**src/rtl/router_fsm_ctrl_pkg.sv**
```systemverilog
// Shared types and constants for the 1x3 router packet-sequencing controller.
// Holds the state encoding, port count and the per-port flag lookup helper.
package router_fsm_ctrl_pkg;

  localparam int NUM_PORTS = 3;
  localparam logic [1:0] ADDR_INVALID = 2'b11;

  typedef enum logic [2:0] {
    DECODE_ADDRESS     = 3'd0,
    LOAD_FIRST_DATA    = 3'd1,
    LOAD_DATA          = 3'd2,
    LOAD_PARITY        = 3'd3,
    FIFO_FULL_STATE    = 3'd4,
    LOAD_AFTER_FULL    = 3'd5,
    CHECK_PARITY_ERROR = 3'd6,
    WAIT_TILL_EMPTY    = 3'd7
  } state_t;

  // An out-of-range port index reads as 0, so address 3 never selects a flag.
  function automatic logic port_bit(input logic [NUM_PORTS-1:0] flags, input int idx);
    logic r;
    r = 1'b0;
    for (int i = 0; i < NUM_PORTS; i++)
      if (idx == i) r = flags[i];
    return r;
  endfunction

endpackage

```
**src/rtl/router_fsm_ctrl_if.sv**
```systemverilog
// Handshake bundle between the router input side, router_register, the FIFO block
// and the packet-sequencing controller.
interface router_fsm_ctrl_if
  import router_fsm_ctrl_pkg::*;
#(
  parameter int ADDR_W = 2
) ();

  logic                 pkt_vld;
  logic [ADDR_W-1:0]    din;
  logic                 fifo_full;
  logic [NUM_PORTS-1:0] fifo_empty;
  logic [NUM_PORTS-1:0] soft_reset;
  logic                 parity_done;
  logic                 low_pkt_valid;

  logic                 detect_addr;
  logic                 lfd_state;
  logic                 ld_state;
  logic                 laf_state;
  logic                 full_state;
  logic                 rst_int_reg;
  logic                 write_enb_reg;
  logic                 busy;
  logic [ADDR_W-1:0]    port_sel;

  modport slave (
    input  pkt_vld, din, fifo_full, fifo_empty, soft_reset, parity_done, low_pkt_valid,
    output detect_addr, lfd_state, ld_state, laf_state, full_state, rst_int_reg,
           write_enb_reg, busy, port_sel
  );

  modport master (
    output pkt_vld, din, fifo_full, fifo_empty, soft_reset, parity_done, low_pkt_valid,
    input  detect_addr, lfd_state, ld_state, laf_state, full_state, rst_int_reg,
           write_enb_reg, busy, port_sel
  );

endinterface

```
**src/rtl/router_fsm_ctrl.sv**
```systemverilog
// Packet-sequencing Moore FSM for the 1x3 router: header decode, payload load,
// FIFO-full stall and parity check. Strobes are registered from the next state.
module router_fsm_ctrl
  import router_fsm_ctrl_pkg::*;
#(
  parameter int ADDR_W = 2
) (
  input logic              clk,
  input logic              rstn,
  router_fsm_ctrl_if.slave bus
);

  localparam logic [ADDR_W-1:0] ADDR_BAD = ADDR_W'(ADDR_INVALID);

  state_t state;
  state_t nxt;
  logic   hdr_ok;

  // Next-state decode
  always_comb begin
    nxt    = state;
    hdr_ok = bus.pkt_vld && (bus.din != ADDR_BAD);
    if ((state != DECODE_ADDRESS) && port_bit(bus.soft_reset, int'(bus.port_sel))) begin
      nxt = DECODE_ADDRESS;
    end else begin
      case (state)
        DECODE_ADDRESS: begin
          if (hdr_ok)
            nxt = port_bit(bus.fifo_empty, int'(bus.din)) ? LOAD_FIRST_DATA : WAIT_TILL_EMPTY;
        end
        LOAD_FIRST_DATA: nxt = LOAD_DATA;
        LOAD_DATA: begin
          if (bus.fifo_full)     nxt = FIFO_FULL_STATE;
          else if (!bus.pkt_vld) nxt = LOAD_PARITY;
        end
        FIFO_FULL_STATE: begin
          if (!bus.fifo_full) nxt = LOAD_AFTER_FULL;
        end
        LOAD_AFTER_FULL: begin
          if (bus.parity_done)        nxt = DECODE_ADDRESS;
          else if (bus.low_pkt_valid) nxt = LOAD_PARITY;
          else                        nxt = LOAD_DATA;
        end
        LOAD_PARITY: nxt = CHECK_PARITY_ERROR;
        CHECK_PARITY_ERROR: nxt = bus.fifo_full ? FIFO_FULL_STATE : DECODE_ADDRESS;
        WAIT_TILL_EMPTY: begin
          // port_sel never holds 3, and an invalid index reads as not-empty.
          if (port_bit(bus.fifo_empty, int'(bus.port_sel))) nxt = LOAD_FIRST_DATA;
        end
        default: nxt = DECODE_ADDRESS;
      endcase
    end
  end

  // State, latched port and registered strobes
  always_ff @(posedge clk or negedge rstn) begin
    if (!rstn) begin
      state             <= DECODE_ADDRESS;
      bus.port_sel      <= '0;
      bus.detect_addr   <= 1'b1;
      bus.lfd_state     <= 1'b0;
      bus.ld_state      <= 1'b0;
      bus.laf_state     <= 1'b0;
      bus.full_state    <= 1'b0;
      bus.rst_int_reg   <= 1'b0;
      bus.write_enb_reg <= 1'b0;
      bus.busy          <= 1'b0;
    end else begin
      state <= nxt;
      if ((state == DECODE_ADDRESS) && hdr_ok)
        bus.port_sel <= bus.din;
      bus.detect_addr   <= (nxt == DECODE_ADDRESS);
      bus.lfd_state     <= (nxt == LOAD_FIRST_DATA);
      bus.ld_state      <= (nxt == LOAD_DATA);
      bus.laf_state     <= (nxt == LOAD_AFTER_FULL);
      bus.full_state    <= (nxt == FIFO_FULL_STATE);
      bus.rst_int_reg   <= (nxt == CHECK_PARITY_ERROR);
      bus.write_enb_reg <= (nxt == LOAD_DATA) || (nxt == LOAD_PARITY) ||
                           (nxt == LOAD_AFTER_FULL);
      bus.busy          <= !((nxt == DECODE_ADDRESS) || (nxt == LOAD_DATA));
    end
  end

endmodule

```
**src/flat_wrapper.sv**
```systemverilog
// flat-port wrapper written by rule: the top's interface ports become plain ports
module router_fsm_ctrl_flat import router_fsm_ctrl_pkg::*;
#(
  parameter int ADDR_W = 2
)
  (clk, rstn, bus_pkt_vld, bus_din, bus_fifo_full, bus_fifo_empty, bus_soft_reset, bus_parity_done, bus_low_pkt_valid, bus_detect_addr, bus_lfd_state, bus_ld_state, bus_laf_state, bus_full_state, bus_rst_int_reg, bus_write_enb_reg, bus_busy, bus_port_sel);
  router_fsm_ctrl_if #(.ADDR_W(ADDR_W)) bus_i ();
  input logic clk;
  input logic rstn;
  input wire logic [$bits(bus_i.pkt_vld)-1:0] bus_pkt_vld;
  input wire logic [$bits(bus_i.din)-1:0] bus_din;
  input wire logic [$bits(bus_i.fifo_full)-1:0] bus_fifo_full;
  input wire logic [$bits(bus_i.fifo_empty)-1:0] bus_fifo_empty;
  input wire logic [$bits(bus_i.soft_reset)-1:0] bus_soft_reset;
  input wire logic [$bits(bus_i.parity_done)-1:0] bus_parity_done;
  input wire logic [$bits(bus_i.low_pkt_valid)-1:0] bus_low_pkt_valid;
  output wire logic [$bits(bus_i.detect_addr)-1:0] bus_detect_addr;
  output wire logic [$bits(bus_i.lfd_state)-1:0] bus_lfd_state;
  output wire logic [$bits(bus_i.ld_state)-1:0] bus_ld_state;
  output wire logic [$bits(bus_i.laf_state)-1:0] bus_laf_state;
  output wire logic [$bits(bus_i.full_state)-1:0] bus_full_state;
  output wire logic [$bits(bus_i.rst_int_reg)-1:0] bus_rst_int_reg;
  output wire logic [$bits(bus_i.write_enb_reg)-1:0] bus_write_enb_reg;
  output wire logic [$bits(bus_i.busy)-1:0] bus_busy;
  output wire logic [$bits(bus_i.port_sel)-1:0] bus_port_sel;
  assign bus_i.pkt_vld = bus_pkt_vld;
  assign bus_i.din = bus_din;
  assign bus_i.fifo_full = bus_fifo_full;
  assign bus_i.fifo_empty = bus_fifo_empty;
  assign bus_i.soft_reset = bus_soft_reset;
  assign bus_i.parity_done = bus_parity_done;
  assign bus_i.low_pkt_valid = bus_low_pkt_valid;
  assign bus_detect_addr = bus_i.detect_addr;
  assign bus_lfd_state = bus_i.lfd_state;
  assign bus_ld_state = bus_i.ld_state;
  assign bus_laf_state = bus_i.laf_state;
  assign bus_full_state = bus_i.full_state;
  assign bus_rst_int_reg = bus_i.rst_int_reg;
  assign bus_write_enb_reg = bus_i.write_enb_reg;
  assign bus_busy = bus_i.busy;
  assign bus_port_sel = bus_i.port_sel;
  router_fsm_ctrl #(.ADDR_W(ADDR_W)) u_core (.clk(clk), .rstn(rstn), .bus(bus_i));
endmodule
```
**config.mk**
```make
export PLATFORM = sky130hd
export DESIGN_NAME = router_fsm_ctrl_flat
export DESIGN_NICKNAME = d
export VERILOG_FILES = /design/src/rtl/router_fsm_ctrl_pkg.sv /design/src/rtl/router_fsm_ctrl_if.sv /design/src/rtl/router_fsm_ctrl.sv /design/src/flat_wrapper.sv
export SDC_FILE = /design/constraint.sdc
export NUM_CORES = 1
export LEC_CHECK = 0
export ABC_CLOCK_PERIOD_IN_PS = 2090
export CAP_MARGIN = 20
export CORE_UTILIZATION = 35
export CTS_CLUSTER_DIAMETER = 150
export DETAILED_ROUTE_END_ITERATION = 10
export SYNTH_ARGS = -nofsm -noshare
export SYNTH_HDL_FRONTEND = slang
export SYNTH_SLANG_ARGS = --single-unit
```
**constraint.sdc**
```tcl
create_clock -name clk -period 2.09 [get_ports clk]
set_input_delay 0.418 -clock clk [delete_from_list [all_inputs] [get_ports clk]]
set_output_delay 0.418 -clock clk [all_outputs]
set_load 0.02 [all_outputs]
```
# [Word level (Yosys, flattened, before mapping)]
# Cells that the tools add are included.
[classes] muxes=25 n_reduce_logical=12 eq_ne=18
[op_table] operator="2-to-1 mux 3 bit" n=9
[op_table] operator="one-hot mux 3 bit (8 select lines)" n=1
[op_table] operator="equality test 3 bit (second input constant)" n=7
[op_table] operator="2-to-1 mux 1 bit" n=15
[op_table] operator="equality test 3 x 2 -> 1 bit (second input constant)" n=4
[op_table] operator="equality test 2 bit (second input constant)" n=4
[op_table] operator="equality test 3 x 1 -> 1 bit (second input constant)" n=2
[op_table] operator="zero test 3 bit" n=2
[op_table] operator="zero test 2 bit" n=2
[op_table] operator="logical AND 1 bit" n=3
[op_table] operator="logical OR 1 bit" n=3
[op_table] operator="nonzero test 3 bit" n=1
[op_table] operator="!= test 2 bit (second input constant)" n=1
[op_table] operator="zero test 1 bit" n=1
[word_totals] inputBits=14 reg_bits=13

# [Depth between registers and ports, before layout]
# Gate-level depths: netlist (run 1).
[logic_depth] depth_word=14 ltp_mapped=7 depth_no_buf=5

# [Worst setup path before layout (run 1)]
# OpenSTA, ideal clock, no wires.
[synth_timing] kind="reg2reg" from="reg u_core.bus.port_sel[1] (netlist bit)" to="reg u_core.bus.full_state" stages_incl_launch_ff=7 setup_time_ps=140 t_arrival_ps=1448 synth_period_minus_slack_ps=1588 setup_slack_ps=502 t_required_ps=1950 cell_sequence="dfrtp_1 > mux2i_1 > o211ai_2 > o2bb2ai_1 > or2_1 > buf_6 > nor4b_4"
[synth_between] elab_chain_len=10 word_cells_on_any_way=16
[synth_lines] item="start, declared" line_no="router_fsm_ctrl_if.sv:30" source="write_enb_reg, busy, port_sel"
[synth_lines] item="start signal, assigned" line_no="router_fsm_ctrl.sv:71" source="bus.port_sel <= bus.din;"
[synth_lines] item="zero test 2 bit" line_no="router_fsm_ctrl_pkg.sv:24" source="if (idx == i) r = flags[i];"
[synth_lines] item="2-to-1 mux 1 bit (3 in series)" line_no="router_fsm_ctrl_pkg.sv:24"
[synth_lines] item="2-to-1 mux 1 bit" line_no="router_fsm_ctrl.sv:26" source="case (state)"
[synth_lines] item="2-to-1 mux 1 bit" line_no="router_fsm_ctrl.sv:23" source="if ((state != DECODE_ADDRESS) && port_bit(bus.soft_reset, int'(bus.port_sel))) begin"
[synth_lines] item="2-to-1 mux 3 bit" line_no="router_fsm_ctrl.sv:48" source="if (port_bit(bus.fifo_empty, int'(bus.port_sel))) nxt = LOAD_FIRST_DATA;"
[synth_lines] item="one-hot mux 3 bit (8 select lines)" line_no="router_fsm_ctrl.sv:26"
[synth_lines] item="2-to-1 mux 3 bit (*)" line_no="router_fsm_ctrl.sv:23"
[synth_lines] item="equality test 3 bit (*)" line_no="router_fsm_ctrl.sv:76" source="bus.full_state <= (nxt == FIFO_FULL_STATE);"
[synth_lines] item="end signal, assigned" line_no="router_fsm_ctrl.sv:76"
[synth_lines] item="end, declared" line_no="router_fsm_ctrl_if.sv:29" source="output detect_addr, lfd_state, ld_state, laf_state, full_state, rst_int_reg,"
# Every way passes the cells marked *; elsewhere a longest branch is shown, timed or not. The select of a mux whose other input is x is not followed.
# A chain may end at the register's enable or synchronous reset.

# [Worst setup path in the final report (run 1)]
[layout_timing] from="reg u_core.bus.port_sel[0] (netlist bit)" to="out bus_port_sel[0]"
[layout_rtl] item="end, declared" line_no="flat_wrapper.sv:25" source="output wire logic [$bits(bus_i.port_sel)-1:0] bus_port_sel;"
# No word-level cell between the ends.

==> metrics, run 1 <==
reported net switching power 0.6400 mW; crit path from u_core.bus.port_sel[0]; initial DRC count 2; CP Launch Type flop; Clock Tree Root clkbuf_4; Area contributors post-synth dfrtp_1 (41%), nor2_1 (5.1%), mux2i_1 (4.1%); grt total ovfl 0; CP max FO 6; die area 0.002304 sq mm; Largest register FFs 3; part of the power in registers 32.1%; Critical Path RT 1.67 ns; Clock Pin Slew Worst Setup and Hold Paths 0.09 ns; fin crit period 1.823 ns; Seq/Total Area, Yosys 44.09%; Site Rows 16; Clock Tree Buf Depth 2; Die W 48.01 um; H-Tree Depth 1; Final period util 87.21%; Syn Inst Count 68; largest net degree at the start of global routing 14; FF+latch count, synth 13; Sw Share 42.20%; vias 582; post-cts sizing count 0; Area after DPL 992.2 sq um; fin cells 121; Leakage 0.4260 nW; hpwl dp 1195 um; Final Skew 0.01668 ns; starting density of the core 37.37%; Power Dens Cells 1489 mW/mm^2; Comb power frac 57.5%; Final Core Density 51.39%; slowest stage cell on the critical path clkdlybuf4s50_1; YS warnings 0; final hold slack 0.5000 ns; CP delay by family, top buffers and inverters; RSZ-0062 raised after global routing no; # setup viols final 0; top flop regs u_core.state (3), u_core.bus.port_sel (2); Final Instance Area 0.001018 sq mm; Max Used Layer met4; most flop-heavy register u_core.state; Post-CTS Setup Bufs 0; initial antenna violation count 0; Yosys top cell area share 40.54%; RR Startpoint u_core.state[1]; GP Congestion 0.7367; Internal 0.8766 mW; ant diodes 0; status finished, final reports clean; CP Cell Sequence clkdlybuf4s50_1; wl on met1 709 um; Inserted Clock Buffers 3; share of layout cells above drive strength 1 15.96%; Final Slew Violations 0; Synth area leader dfrtp_1; first-pass GRT wire length 2553 um; Clk Latency, worst-skew pair 0.28 ns; area grow syn2layout 37.50%; Cells after DPL 117; Crit path arrival time 1.40 ns; Net Count, Synth 82; core footprint 0.001982 sq mm; Unique masters post-synth 33; Via density 4.810; First-pass DRT Iterations 4; GRT Overall Usage 16.83%; commonest cells after routing, fill and taps aside clkdlybuf4s50_1 (23), dfrtp_1 (12), nor2_1 (10); CTS tree built; # DRC 0; DRT antenna net count 0; Hold Crit Class input port to async pin; Fin. Hold Viols 0; Post-CTS Hold Buffers 0; Buf/Inv on CP 1; Worst VDD drop 0.0006825 V; power share of the clock group 10.3%; cell depth of the worst flop-to-flop path 4; WS Path Type flop to primary output; met2 wire length 764 um; terminus of the critical flop-to-flop path u_core.bus.full_state; area of the mapped netlist 740.7 sq um; vias in the first global route 549; Worst-Margin Slew 0.5863 ns; synthesized area per cell 10.89 sq um; final WL 1544 um; CP max stage delay 0.65 ns; met3 wire len 56 um; Worst Setup End Kind primary output; FF-to-FF setup slack 0.39 ns; Port Buf Inserts 23; Slew HR 60.79%; Nets 109; clk sinks 13; average routed wire per standard cell 12.76 um; # IOs 24; most common cell after layout, fill and taps aside clkdlybuf4s50_1; fmax 548.6 MHz; max-cap viol count 0; Die Height 48.01 um
area by class of cell:
type	count	area (sq um)
Tap cell	27	33.78
Clock buffer	4	26.28
Multi-Input combinational cell	51	382.9
Timing Repair Buffer	25	245.2
Fill cell	183	963.4
Sequential cell	13	326.6
Inverter	1	3.754
cell usage after synthesis, drive strengths merged:
library cell	number
dfrtp	12
nor2	10
and2	3
buf	3
mux2i	3
nor3	3
o211ai	3
o21a	3
nand2	2
nand2b	2
nand3	2
nand3b	2
nor2b	2
o22a	2
or2	2
a21o	1
a21oi	1
a22oi	1
a31oi	1
dfstp	1
inv	1
mux2	1
nor3b	1
nor4	1
nor4b	1
o21ai	1
o22ai	1
o2bb2ai	1
or3	1
kinds of logic (layout without fill, tap and decap cells):
logic type	count (synthesis)	after routing	share of synthesized area, %
flip-flops	13	13	44.09
AO/OA/AOI/OAI	15	15	16.89
multiplexers	4	4	6.081
buffers and inverters	4	30	4.222
AND/OR/NAND/NOR	32	32	28.72
through the flow:
stage,total power [mW],setup slack [ns],TNS (ns)
after floorplan,1.101,0.5024,0
after global placement,1.359,0.03250,0
after detailed placement,1.373,-0.007919,-0.007919
after CTS,1.541,0.2389,0
after global routing,1.649,0.1986,0
final,1.517,0.2672,0
power by group through the flow:
stage	clock network, mW	registers, mW	logic [mW]
floorplan	0	0.547	0.554
global placement	0	0.488	0.871
detailed placement	0	0.492	0.881
CTS	0.166	0.489	0.885
global route	0.176	0.512	0.961
finish	0.157	0.488	0.872
worst reg2reg max path, delay by kind of cell, from the launching register on:
family,cells,cell delay [ns]
compound gates,1,0.17
flops,1,0.52
simple gates,3,0.94
per-layer routing:
layer  global-route usage [%]  vias up
li1                         -      297
met1                    20.00      268
met2                    27.84       15
met3                    5.660        2
met4                    6.667        0
met5                        0        -
worst max path at each step:
stage | endpoint | slack, ns | cells past startpoint
floorplan | u_core.bus.full_state | 0.50 | 6
global placement | u_core.bus.full_state | 0.03 | 6
detailed placement | u_core.bus.full_state | -0.008 | 6
CTS | bus_port_sel[0] | 0.24 | 1
global route | bus_port_sel[0] | 0.20 | 1
finish | bus_port_sel[0] | 0.27 | 1
No activity file was read; power rests on OpenSTA's default activity.
==> run 2: changes to the inputs <==
Settings changed: DONT_BUFFER_PORTS set to 1, RECOVER_POWER set to 25.
==> run 2 against run 1 <==
Compared with the run above:
- clock power decreased by 7%
- critical path depth increased by 4
- clock skew decreased by 0.011 ns
- global-route usage decreased by 3.1 points
- highest routed layer is now met3
==> metrics, run 2 (same netlist as run 1, synthesis figures left out) <==
fmax 582.0 MHz; power share of the clock group 11.3%; RSZ-0062 raised after global routing no; Final Slew Violations 0; H-Tree Depth 1; clk sinks 13; Comb power frac 42.0%; Worst-Margin Slew 0.5451 ns; vias 495; HP Start bus_din[1]; Final Skew 0.005552 ns; Setup crit end u_core.bus.write_enb_reg; cell depth of the worst flop-to-flop path 5; Worst VDD drop 0.0007300 V; # DRC 0; Die Height 48.01 um; average routed wire per standard cell 13.27 um; final WL 1287 um; Fin. Hold Viols 0; reported net switching power 0.5876 mW; Die W 48.01 um; Final period util 82.21%; Crit path arrival time 1.90 ns; initial DRC count 2; slowest stage cell on the critical path dfrtp_1; commonest cells after routing, fill and taps aside dfrtp_1 (12), nor2_1 (10); grt total ovfl 0; Post-CTS Hold Buffers 1; CP max FO 6; Power Dens Cells 1651 mW/mm^2; Site Rows 16; FF-to-FF setup slack 0.37 ns; share of layout cells above drive strength 1 18.57%; Clock Tree Buf Depth 2; vias in the first global route 506; terminus of the critical flop-to-flop path u_core.bus.write_enb_reg; hpwl dp 1023 um; Clk Latency, worst-skew pair 0.27 ns; Clock Tree Root clkbuf_4; Hold Crit Class input port to flop; Inserted Clock Buffers 3; Port Buf Inserts 0; DRT antenna net count 0; initial antenna violation count 0; final hold slack 0.2918 ns; Final TNS setup 0 ns; area grow syn2layout 5.743%; Final Instance Area 783.3 sq um; most common cell after layout, fill and taps aside dfrtp_1; GP Congestion 0.7748; CP max stage delay 0.54 ns; post-cts sizing count 0; RR Startpoint u_core.bus.port_sel[1]; WS Path Type flop to flop; top flop regs u_core.state (3), u_core.bus.port_sel (2); part of the power in registers 46.7%; Leakage 0.3330 nW; Critical Path RT 2.27 ns; # setup viols final 0; first-pass GRT wire length 2152 um; most flop-heavy register u_core.state; # IOs 24; Slew HR 63.54%; starting density of the core 37.37%; Post-CTS Setup Bufs 0; die area 0.002304 sq mm; CP Cell Sequence mux2i_1 > o211ai_2 > a31oi_1 > or2_1 > mux2i_1; Via density 5.103; GRT Overall Usage 13.78%; First-pass DRT Iterations 2; Nets 85; Internal 0.7057 mW; Area after DPL 747.0 sq um; CP Launch Type flop; max-cap viol count 0; Largest register FFs 3; ant diodes 0; met2 wire length 669 um; Worst Setup End Kind flop; CTS tree built; wl on met1 559 um; status finished, final reports clean; largest net degree at the start of global routing 14; Sw Share 45.43%; most used cell, CP mux2i_1; core footprint 0.001982 sq mm; Max Used Layer met3; Clock Pin Slew Worst Setup and Hold Paths 0.07 ns; crit path from u_core.bus.port_sel[1]; met3 wire len 58 um; fin crit period 1.718 ns
[run 2: cell types whose count changed in the layout (fill, tap and decap cells not counted), sizes merged]
cell	before	now
clkdlybuf4s50	23	0
dlygate4sd3	0	1
buf	2	0
[run 2: worst min-delay path by stage]
| stage | to | slack (ns) | cells after the start |
|---|---|---|---|
| 2_1_floorplan | u_core.bus.busy | 0.12 | 0 |
| 3_3_place_gp | u_core.state[1] | 0.12 | 0 |
| 3_5_place_dp | u_core.state[0] | 0.12 | 0 |
| 4_1_cts | u_core.bus.port_sel[1] | 0.28 | 1 |
| 5_1_grt | u_core.bus.port_sel[1] | 0.28 | 1 |
| 6_report | u_core.bus.port_sel[1] | 0.29 | 1 |
[run 2: power groups by stage]
stage / Sequential (mW) / Clock, mW / Combinational (mW)
floorplan: 0.547 / 0 / 0.554
global placement: 0.607 / 0 / 0.538
detailed placement: 0.610 / 0 / 0.542
CTS: 0.606 / 0.154 / 0.551
global route: 0.629 / 0.165 / 0.607
finish: 0.604 / 0.146 / 0.543
[run 2: routing by layer]
layer / vias to the layer above / global-route usage, %
li1: 251 / -
met1: 231 / 15.79
met2: 13 / 24.32
met3: 0 / 6.038
met4: 0 / 1.667
met5: - / 0
[run 2: critical path, delay by kind of cell, from the launching register on]
family,cells,cell delay [ns]
flip-flops,1,0.54
multiplexers,2,0.49
AO/OA/AOI/OAI,2,0.37
AND/OR/NAND/NOR,1,0.23
[run 2: area by class of cell]
type	instances	area, sq um
fillers	200	1199
inverters	1	3.754
multi-input cells	51	382.9
repair buffers	1	10.01
well taps	27	33.78
clock buffers	4	26.28
flip-flops and latches	13	326.6
[run 2: metrics by stage]
stage	utilization, %	cells	setup slack (ns)	power, mW
after floorplan	-	68	0.5024	1.101
after global routing	39.52	97	0.2520	1.400
after global placement	37.69	92	0.3992	1.145
after detailed placement	37.69	92	0.3929	1.152
final	39.52	97	0.3719	1.293
after CTS	39.52	97	0.3634	1.311
==> run 3: changes to the inputs <==
Settings changed: ABC_CLOCK_PERIOD_IN_PS 2090 to 1500.
Clock period 2.09 ns to 1.5 ns, I/O delays scaled along.
==> run 3 against run 2 <==
Compared with the run above:
- final cell count grew 11%
- sequential share of layout area is 4.6 points lower
- largest power group is now combinational logic
- critical path type unchanged
- sequential power increased by 31%
- final area grew 15%
- hold slack worse by 0.11 ns
- highest routed layer is now met4
- register-to-register slack got worse by 0.37 ns
- die area unchanged
==> metrics, run 3 (same netlist as run 1, synthesis figures left out) <==
top flop regs u_core.state (3), u_core.bus.port_sel (2); CP max stage delay 0.46 ns; Clock Tree Root clkbuf_4; core footprint 0.001982 sq mm; fin crit period 1.495 ns; final WL 1428 um; Die Height 48.01 um; grt total ovfl 0; RSZ-0062 raised after global routing yes; die area 0.002304 sq mm; average routed wire per standard cell 13.22 um; Worst VDD drop 0.001212 V; vias 540; fill count 182; WS Path Type flop to flop; terminus of the critical flop-to-flop path u_core.bus.rst_int_reg; area grow syn2layout 21.28%; cell depth of the worst flop-to-flop path 5; Final Slew Violations 0; slowest stage cell on the critical path dfrtp_2; initial antenna violation count 0; Inserted Clock Buffers 3; area of the multi-input gates 409.1 sq um; Clock Tree Buf Depth 2; CP max FO 7; largest net degree at the start of global routing 14; pre-CTS WS -0.1055 ns; GRT Overall Usage 14.06%; Largest register FFs 3; power after layout 2.117 mW; commonest cells after routing, fill and taps aside buf_4 (11), nor2_1 (9), dfrtp_1 (7); # DRC 0; Crit path arrival time 1.67 ns; Final period util 99.64%; DRT antenna net count 0; Leakage 0.3942 nW; H-Tree Depth 1; # setup viols final 0; Reg area 332.8 sq um; Slew HR 60.61%; Port Buf Inserts 0; First-pass DRT Iterations 4; vias in the first global route 505; clk sinks 13; CP Launch Type flop; Clock Pin Slew Worst Setup and Hold Paths 0.07 ns; GP Congestion 0.7572; CTS tree built; Clk Latency, worst-skew pair 0.27 ns; Final TNS setup 0 ns; hold endpoint u_core.bus.port_sel[1]; WHS Path Cells 1; Worst-Margin Slew 0.5889 ns; Hold Crit Class input port to flop; most flop-heavy register u_core.state; Power Dens Cells 2356 mW/mm^2; CP delay by family, top flip-flops; Final Skew 0.001948 ns; HP Start bus_din[1]; share of layout cells above drive strength 1 44.44%; hpwl dp 1055 um; Nets 96; Die W 48.01 um; post-layout worst setup margin 0.005449 ns; Via density 5.000; final hold slack 0.1803 ns; RR Startpoint u_core.state[1]; first-pass GRT wire length 2242 um; Critical Path RT 1.67 ns; # IOs 24; max-cap viol count 0; Fin. Hold Viols 0; Worst Setup End Kind flop; ant diodes 0; CP Cell Sequence buf_4 > o21a_1 > o2bb2ai_1 > or2_4 > nor4_2; Buf/Inv on CP 1; FF-to-FF setup slack 0.005 ns; most common cell after layout, fill and taps aside buf_4; initial DRC count 7; Site Rows 16; fmax 669.1 MHz; starting density of the core 37.37%; status finished, final reports clean
## run 3: cell type report
class                      instances  share of cell area (%)
clock buffer                       4                   2.925
sequential                        13                   37.05
inverter                           1                  0.4178
tap                               27                   3.760
multi-input combinational         51                   45.54
timing repair buffer              12                   10.31
## run 3: stage by stage
step / instance area, sq um / util [%] / cells
after floorplan: 752.0 / - / 68
after global placement: 827.0 / 41.73 / 102
after detailed placement: 827.0 / 41.73 / 102
after CTS: 890.9 / 44.95 / 108
after global routing: 898.4 / 45.33 / 108
final: 898.4 / 45.33 / 108
## run 3: worst max path at each step
stage                                from                      to  depth (start not counted)
after floorplan           u_core.state[2]   u_core.bus.full_state                          6
after global placement    u_core.state[1]  u_core.bus.rst_int_reg                          5
after detailed placement  u_core.state[0]   u_core.bus.full_state                          4
after CTS                 u_core.state[0]   u_core.bus.full_state                          4
after global routing      u_core.state[1]  u_core.bus.rst_int_reg                          5
final                     u_core.state[1]  u_core.bus.rst_int_reg                          5
## run 3: power by group
part	total [mW]	internal [mW]	switching, mW
Sequential	0.793	0.532	0.261
Clock	0.209	0.103	0.106
Combinational	1.11	0.588	0.527
## run 3: timing repair
item / 4_1_cts / 5_1_grt
pin swaps: 2 / 0
endpoints found under the hold margin: 13 / 0
hold buffers: 1 / 0
setup endpoints to repair: 6 / 7
buffers inserted: 1 / 0
gates resized for setup: 7 / 2
## run 3: metal layers
metal / global-route usage [%] / up-vias / part of all wire [%]
li1: - / 270 / -
met3: 3.774 / 4 / 3.6
met1: 19.76 / 256 / 49
met2: 21.62 / 10 / 46
met4: 3.333 / 0 / 0.91
met5: 0 / - / 0
## run 3: worst reg2reg max path: stages, from the launching register on
cell       delay, ns
dfrtp_2         0.46
buf_4           0.16
o21a_1          0.17
o2bb2ai_1       0.15
or2_4           0.30
nor4_2          0.16
